--- config.mk ---
export PLATFORM = sky130hd
export DESIGN_NAME = uart_pin_sequencer_flat
export DESIGN_NICKNAME = d
export VERILOG_FILES = /design/src/rtl/uart_seq_pkg.sv /design/src/rtl/uart_pin_sequencer_if.sv /design/src/rtl/uart_poll_timer.sv /design/src/rtl/uart_pin_sequencer.sv /design/src/flat_wrapper.sv
export SDC_FILE = /design/constraint.sdc
export NUM_CORES = 1
export LEC_CHECK = 0
export CORE_MARGIN = 2
export CORE_UTILIZATION = 45
export CTS_BUF_LIST = sky130_fd_sc_hd__clkbuf_8
export DETAILED_ROUTE_END_ITERATION = 8
export DONT_BUFFER_PORTS = 1
export GPL_ROUTABILITY_DRIVEN = 0
export PLACE_DENSITY = 0.58
export SLEW_MARGIN = 0
export SYNTH_ARGS = -nofsm -noshare
export SYNTH_HDL_FRONTEND = slang
export SYNTH_SLANG_ARGS = --single-unit
export TNS_END_PERCENT = 50
--- constraint.sdc ---
create_clock -name clk -period 2.6 [get_ports clk]
set_clock_uncertainty 0.15 [all_clocks]
set_input_delay 0.65 -clock clk [delete_from_list [all_inputs] [get_ports clk]]
set_output_delay 0.65 -clock clk [all_outputs]
set_load 0.005 [all_outputs]
--- src/rtl/uart_seq_pkg.sv ---
// Shared types for the UART pin sequencer: wrapper direction codes and FSM states.
// Latency: n/a (types and constants only).
// Backpressure: n/a.
package uart_seq_pkg;

   localparam int DIR_W = 2;

   // Direction field of the wrapper control bus; encoding fixed by the pin wrapper.
   typedef enum logic [DIR_W-1:0] {
      DIR_IDLE  = 2'b00,
      DIR_TX    = 2'b01,
      DIR_RX    = 2'b10,
      DIR_CLEAR = 2'b11
   } dir_t;

   typedef enum logic [2:0] {
      ST_IDLE,
      ST_WRITE,
      ST_GAP,
      ST_READ,
      ST_READ_WAIT,
      ST_CLEAR
   } seq_state_t;

   // Pin direction presented while the FSM sits in a given state.
   function automatic dir_t stateDir(input seq_state_t s);
      dir_t d;
      case (s)
         ST_WRITE: d = DIR_TX;
         ST_READ:  d = DIR_RX;
         ST_CLEAR: d = DIR_CLEAR;
         default:  d = DIR_IDLE;
      endcase
      return d;
   endfunction

endpackage

--- src/rtl/uart_pin_sequencer_if.sv ---
// Host-side byte streams of the UART pin sequencer (host->UART and UART->host).
// Latency: wires only.
// Backpressure: valid/ready on both streams; a byte moves when valid && ready.
//   tx_valid/tx_ready/tx_byte : host offers a byte to transmit
//   rx_valid/rx_ready/rx_byte : sequencer offers a received byte to the host
interface uart_pin_sequencer_if;
   logic       tx_valid;
   logic       tx_ready;
   logic [7:0] tx_byte;
   logic       rx_valid;
   logic       rx_ready;
   logic [7:0] rx_byte;

   modport master (
      output tx_valid, tx_byte, rx_ready,
      input  tx_ready, rx_valid, rx_byte
   );

   modport slave (
      input  tx_valid, tx_byte, rx_ready,
      output tx_ready, rx_valid, rx_byte
   );
endinterface

--- src/rtl/uart_poll_timer.sv ---
// Reloadable 16-bit down-counter pacing RX polls; saturates at zero.
// Latency: load takes effect on the next edge; zero is combinational from the count.
// Backpressure: none.
//   clk, nReset : clock, async active-low reset (reset loads ReloadValue)
//   load        : reload ReloadValue on the next edge
//   zero        : count has reached 0
module uart_poll_timer #(
   parameter logic [15:0] ReloadValue = 16'd63
) (
   input  logic clk,
   input  logic nReset,
   input  logic load,
   output logic zero
);

   logic [15:0] count;

   always_ff @(posedge clk or negedge nReset) begin
      if (!nReset) begin
         count <= ReloadValue;
      end else if (load) begin
         count <= ReloadValue;
      end else if (count != 16'd0) begin
         count <= count - 16'd1;
      end
   end

   assign zero = (count == 16'd0);

endmodule

--- src/rtl/uart_pin_sequencer.sv ---
// Drives the UART pin wrapper's control/tx_data pins from host byte streams, polls RX, issues clears.
// Latency: TX byte on pins 1 cycle after handshake, 3 cycles min per byte; RX byte valid 2 cycles after READ.
// Backpressure: tx_ready only in IDLE with no clear pending; single-entry RX holding register stalls polling until drained.
//   clk, nReset             : clock, async active-low reset
//   rate_sel                : baud select, copied to control[1:0] while idle
//   clear_req, rx_poll_en   : clear request pulse, periodic poll enable
//   host (slave modport)    : tx/rx byte streams to/from the host
//   control, tx_data        : wrapper pins ([3:2] direction, [1:0] rate; data-in)
//   rx_data, rts, err       : wrapper registered data-out, RX FIFO full, sticky error
//   err_seen, drop_cnt      : latched error, saturating count of dropped zero TX bytes
module uart_pin_sequencer
   import uart_seq_pkg::*;
#(
   parameter logic [15:0] PollInterval = 16'd64,
   parameter int unsigned ClearCycles  = 2
) (
   input  logic                  clk,
   input  logic                  nReset,
   input  logic [1:0]            rate_sel,
   input  logic                  clear_req,
   input  logic                  rx_poll_en,
   uart_pin_sequencer_if.slave   host,
   output logic [3:0]            control,
   output logic [7:0]            tx_data,
   input  logic [7:0]            rx_data,
   input  logic                  rts,
   input  logic                  err,
   output logic                  err_seen,
   output logic [7:0]            drop_cnt
);

   localparam logic [15:0] ClrReload  = 16'(ClearCycles - 1);
   localparam logic [15:0] PollReload = PollInterval - 16'd1;

   seq_state_t  state, stateNext;
   dir_t        dirQ;
   logic [1:0]  rateQ;
   logic [7:0]  txDataQ;
   logic        clearPending;
   logic [15:0] clrCnt;
   logic        rxValidQ;
   logic [7:0]  rxByteQ;
   logic        errSeenQ;
   logic [7:0]  dropCntQ;

   logic txReady, txHs, pollZero, pollGo;
   logic enterClear, enterRead;

   assign txReady = (state == ST_IDLE) && !clearPending;
   assign txHs    = host.tx_valid && txReady;
   // rts means the wrapper FIFO is full, so it overrides the poll interval.
   assign pollGo  = rx_poll_en && !rxValidQ && (pollZero || rts);

   // A clear request in the same cycle as a TX handshake still wins: the
   // accepted byte would be flushed by the clear anyway, so it is not sent.
   always_comb begin
      stateNext  = state;
      enterClear = 1'b0;
      enterRead  = 1'b0;
      case (state)
         ST_IDLE: begin
            if (clearPending || clear_req) begin
               stateNext  = ST_CLEAR;
               enterClear = 1'b1;
            end else if (txHs) begin
               if (host.tx_byte != 8'd0) stateNext = ST_WRITE;
            end else if (pollGo) begin
               stateNext = ST_READ;
               enterRead = 1'b1;
            end
         end
         ST_WRITE:     stateNext = ST_GAP;
         ST_GAP:       stateNext = ST_IDLE;
         ST_READ:      stateNext = ST_READ_WAIT;
         ST_READ_WAIT: stateNext = ST_IDLE;
         ST_CLEAR:     if (clrCnt == 16'd0) stateNext = ST_IDLE;
         default:      stateNext = ST_IDLE;
      endcase
   end

   always_ff @(posedge clk or negedge nReset) begin
      if (!nReset) begin
         state <= ST_IDLE;
      end else begin
         state <= stateNext;
      end
   end

   uart_poll_timer #(.ReloadValue(PollReload)) pollTimer (
      .clk    (clk),
      .nReset (nReset),
      .load   (enterRead),
      .zero   (pollZero)
   );

   // Pin registers are loaded from the next state so the pins line up with the state.
   always_ff @(posedge clk or negedge nReset) begin
      if (!nReset) begin
         dirQ    <= DIR_IDLE;
         rateQ   <= 2'b00;
         txDataQ <= 8'd0;
      end else begin
         dirQ    <= stateDir(stateNext);
         txDataQ <= (stateNext == ST_WRITE) ? host.tx_byte : 8'd0;
         if (state == ST_IDLE) rateQ <= rate_sel;
      end
   end

   always_ff @(posedge clk or negedge nReset) begin
      if (!nReset) begin
         clearPending <= 1'b0;
         clrCnt       <= 16'd0;
         errSeenQ     <= 1'b0;
         dropCntQ     <= 8'd0;
      end else begin
         if (enterClear)     clearPending <= 1'b0;
         else if (clear_req) clearPending <= 1'b1;

         if (enterClear)                                  clrCnt <= ClrReload;
         else if (state == ST_CLEAR && clrCnt != 16'd0)   clrCnt <= clrCnt - 16'd1;

         if (enterClear) errSeenQ <= 1'b0;
         else if (err)   errSeenQ <= 1'b1;

         if (txHs && host.tx_byte == 8'd0 && dropCntQ != 8'hFF) dropCntQ <= dropCntQ + 8'd1;
      end
   end

   // Single-entry RX holding register. A zero sample is an empty poll.
   always_ff @(posedge clk or negedge nReset) begin
      if (!nReset) begin
         rxValidQ <= 1'b0;
         rxByteQ  <= 8'd0;
      end else if (enterClear) begin
         rxValidQ <= 1'b0;
      end else if (state == ST_READ_WAIT && rx_data != 8'd0) begin
         rxValidQ <= 1'b1;
         rxByteQ  <= rx_data;
      end else if (rxValidQ && host.rx_ready) begin
         rxValidQ <= 1'b0;
      end
   end

   assign control       = {dirQ, rateQ};
   assign tx_data       = txDataQ;
   assign host.tx_ready = txReady;
   assign host.rx_valid = rxValidQ;
   assign host.rx_byte  = rxByteQ;
   assign err_seen      = errSeenQ;
   assign drop_cnt      = dropCntQ;

endmodule

--- src/flat_wrapper.sv ---
// flat-port wrapper written by rule: the top's interface ports become plain ports
module uart_pin_sequencer_flat import uart_seq_pkg::*;
#(
   parameter logic [15:0] PollInterval = 16'd64,
   parameter int unsigned ClearCycles  = 2
)
  (clk, nReset, rate_sel, clear_req, rx_poll_en, control, tx_data, rx_data, rts, err, err_seen, drop_cnt, host_tx_valid, host_tx_byte, host_rx_ready, host_tx_ready, host_rx_valid, host_rx_byte);
  uart_pin_sequencer_if host_i ();
  input  logic clk;
  input  logic nReset;
  input  logic [1:0] rate_sel;
  input  logic clear_req;
  input  logic rx_poll_en;
  output logic [3:0] control;
  output logic [7:0] tx_data;
  input  logic [7:0] rx_data;
  input  logic rts;
  input  logic err;
  output logic err_seen;
  output logic [7:0] drop_cnt;
  input wire logic [$bits(host_i.tx_valid)-1:0] host_tx_valid;
  input wire logic [$bits(host_i.tx_byte)-1:0] host_tx_byte;
  input wire logic [$bits(host_i.rx_ready)-1:0] host_rx_ready;
  output wire logic [$bits(host_i.tx_ready)-1:0] host_tx_ready;
  output wire logic [$bits(host_i.rx_valid)-1:0] host_rx_valid;
  output wire logic [$bits(host_i.rx_byte)-1:0] host_rx_byte;
  assign host_i.tx_valid = host_tx_valid;
  assign host_i.tx_byte = host_tx_byte;
  assign host_i.rx_ready = host_rx_ready;
  assign host_tx_ready = host_i.tx_ready;
  assign host_rx_valid = host_i.rx_valid;
  assign host_rx_byte = host_i.rx_byte;
  uart_pin_sequencer #(.PollInterval(PollInterval), .ClearCycles(ClearCycles)) u_core (.clk(clk), .nReset(nReset), .rate_sel(rate_sel), .clear_req(clear_req), .rx_poll_en(rx_poll_en), .host(host_i), .control(control), .tx_data(tx_data), .rx_data(rx_data), .rts(rts), .err(err), .err_seen(err_seen), .drop_cnt(drop_cnt));
endmodule
==> impl_summary.txt <==
----------------------------------------------------
[GRT]
  Vias in the first global route ... 2440
  Pin count of the biggest net entering global routing ... 67
  Overall fraction of global-route tracks in use ... 18.6%
  Total global routing overflow ... 0
  First-pass GRT wire length ... 12.2 mm
  Initial antenna violation count ... 0

[Die]
  Die footprint ... 8100 um2
  Die height ... 90.0 um
  Number of primary I/O pins ... 57
  Total core area ... 7210 um2
  Effective utilization at floorplan ... 46.1%
  Rows ... 31
  Die width ... 90.0 um

[Critical path]
  Endpoint of the worst setup timing path ... host_tx_ready
  Origin of the critical flop-to-flop path ... u_core.pollTimer.count[1]$_DFFE_PN1P_
  Critical path fanouts, max ... 8
  Cell family contributing the most delay on the critical path ... simple AND/OR/NAND/NOR gates
  Worst Setup Start Kind ... flip-flop
  CP Cell Sequence ... or3_1 > nor2_1
  Crit. path cell count ... 2
  Setup slack on the worst flop-to-flop path ... 0.27 ns
  R2R Path End ... u_core.tx_data[5]$_DFF_PN0_
  Delay of the slowest cell on the worst path ... 0.59 ns
  Endpoint arrival time on the critical path ... 1.61 ns
  Depth of the most critical reg-to-reg path ... 6
  Worst setup path class ... flip-flop to output pin
  Launching instance or port of the critical path ... u_core.state[0]$_DFF_PN0_
  Worst Path Buf+Inv ... 0
  CP endpoint kind ... output pin
  WP data required ... 1.80 ns
  Max stage delay cell, worst path ... or3_1

[Synthesis]
  Count of flip-flops with a built-in enable after synthesis ... 0
  Count leader, synth ... dfrtp_1
  Simple-Gate Fraction of Synth Area ... 28.3%
  Count of unique library cells instantiated by Yosys ... 58
  Compound-Gate Fraction of Synth Area ... 10.3%
  Gate count of the mapped netlist ... 308
  Fraction of the yosys area taken by sequential cells ... 49.8%
  Synthesized area per cell ... 10.8 um2
  Share of cell area taken by muxes after synthesis ... 5.71%
  Synthesized-area fraction occupied by xor and xnor cells ... 2.89%
  Primary flip-flop cell chosen by synthesis mapping ... dfrtp_1
  Top cells by area in the synthesized netlist ... dfrtp_1 (45%), dfstp_2 (4.7%), mux2i_1 (3.0%)
  Syn Nets ... 337
  Netlist area before placement ... 3330 um2
  Post-synthesis cell type with the largest combined area ... dfrtp_1
  Warning count from the yosys run ... 0
  Area share of the leading cell type in the synthesized netlist ... 45.1%
  Count of state elements after synthesis ... 66
  Adder and majority gate portion of the synthesized area ... 1.13%
  Share of flip-flops with an asynchronous set or reset ... 100%
  List of most frequent post-synthesis cells ... dfrtp_1 (60), nand2_1 (26), a21oi_1 (16), nor2_1 (15), nand3_1 (13)
  Combinational family with the most area after synthesis ... simple AND/OR/NAND/NOR gates

[Power]
  Post-route total power ... 0.00461 W
  Leakage power figure ... 1.57 nW
  Areal power density over the cells ... 1240 nW/um2
  Worst-case vdd ir drop ... 485 uV

[Routing]
  Number of remaining DRC errors ... 0
  Overall via count from detail_route ... 2438
  Mean number of vias per cell ... 5.78
  Routed length per instance ... 16.7 um
  Drt pass-1 iters ... 4
  Total Routed Length ... 7.05 mm
  Violation count after the first detailed-routing iteration ... 102
  Final ANT Viol Nets ... 0

[Clock network]
  CTS tree ... built
  Htree depth ... 3
  Clock slew at reported path FFs ... 0.07 ns
  Clock latency reported for the late side of the worst-skew pair ... 0.34 ns
  Setup Buffers After CTS ... 0
  Clock sink total ... 66
  Number of clock buffers inserted by TritonCTS ... 9
  Root buffer cell ... clkbuf_8
  Number of buffers between clock root and the deepest sink ... 2

[Place]
  Total of buffers placed on input and output ports ... 0
  HPWL after detailed placement ... 4.86 mm
  Worst slack at placement ... 0.0518 ns

[Final layout]
  # diodes ... 0
  Share of layout cells above drive strength 1 ... 16.1%
  Total Nets Final ... 349
  Growth of design area from synthesis to finish ... 11.6%
  Share of the core filled with cells ... 51.5%

[Outcome]
  Run status ... finished, final reports clean

[STA]
  Slew @ Worst Pin ... 0.621 ns
  Minimum setup slack in the final design ... 0.187 ns
  Final worst path period need ... 2.41 ns
  Ratio of final minimum period to clock period ... 92.8%
  Worst Hold Margin ... 0.0412 ns
  Max-slew headroom at the worst pin ... 58.2%
  Setup tns final ... 0 ns
  Setup violation total in the final timing report ... 0
  Fmax ... 414 MHz
  Final max-slew violation count ... 0
  Setup repair after global routing missed its margin ... no
  Hold violation count in the final report ... 0

[Job]
  Max cap viols ... 0

[Min path]
  Worst Hold Class ... input port to asynchronous set/reset pin

----------------------------------------------------
## stage by stage
step                      cell area, um2  std cells
after floorplan                     3330        308
after global placement              3480        407
after detailed placement            3480        407
after CTS                           3710        422
after global routing                3710        422
final                               3710        422
## where the power goes
group,total (W),switching [W],internal (W)
registers,0.00192,0.000443,0.00148
clock network,0.000925,0.000375,0.000551
logic,0.00176,0.00100,0.000757
total,0.00461,0.00182,0.00279
## cell usage in the layout (no fill, tap or decap), types with 6 or more instances in the layout
cell type and instances:
mux2i_1 10, nand4_1 8, mux2_2 7, nor4_1 10, o31ai_1 6, a21oi_1 16
buf_4 8, nor4b_1 9, nor3_1 10, nor2_1 15, or4_1 8, or3_1 9
xnor2_1 8, nand2_1 26, and3_1 7, nand3_1 13, clkbuf_8 10, dfstp_2 6
dfrtp_1 60, inv_1 8
## per-layer routing
metal | share of wire (%) | global-route usage, % | up-vias
met3 | 5.7 | 5.45 | 9
li1 | - | - | 1182
met5 | 0 | 0 | -
met2 | 43 | 27.6 | 59
met1 | 49 | 25.6 | 1188
met4 | 1.7 | 7.44 | 0
## final cells by class
class | count | area (um2)
Inverter | 7 | 26.3
Tap cell | 99 | 124
Timing Repair Buffer | 9 | 87.6
Fill cell | 673 | 3500
Clock inverter | 4 | 68.8
Clock buffer | 10 | 138
Sequential cell | 66 | 1660
Multi-Input combinational cell | 227 | 1610
## kinds of logic after synthesis
family          count (synthesis)
flops                          66
buf+inv                        15
fa+ha+maj                       3
simple gates                  150
mux                            18
compound gates                 45
xor+xnor                       11
## how the worst min path moves through the flow
stage / startpoint / endpoint / slack (ns) / cells after the start
finish: nReset / u_core.pollTimer.count[6]$_DFFE_PN0P_ / 0.04 / 1
floorplan: nReset / u_core.clearPending$_DFFE_PN0P_ / 0.20 / 0
global route: nReset / u_core.drop_cnt[6]$_DFFE_PN0P_ / 0.05 / 1
global placement: nReset / u_core.pollTimer.count[7]$_DFFE_PN0P_ / 0.21 / 0
CTS: nReset / u_core.drop_cnt[6]$_DFFE_PN0P_ / 0.04 / 1
detailed placement: nReset / u_core.pollTimer.count[6]$_DFFE_PN0P_ / 0.21 / 0
## sequential cells by signal, summed over array words and instances (netlist names)
register and cells:
u_core.clearPending 1, u_core.clrCnt 16, u_core.dirQ 2, u_core.drop_cnt 8, u_core.err_seen 1, u_core.host.rx_byte 8, u_core.host.rx_valid 1, u_core.pollTimer.count 16
u_core.rateQ 2, u_core.state 3, u_core.tx_data 8
## timing repair
action | CTS | global route
setup endpoints to repair | 0 | 8
gates resized for setup | 0 | 1
hold buffers | 1 | 0
hold endpoints to repair | 66 | 0
Note: power is estimated with default switching activity, not from simulation.
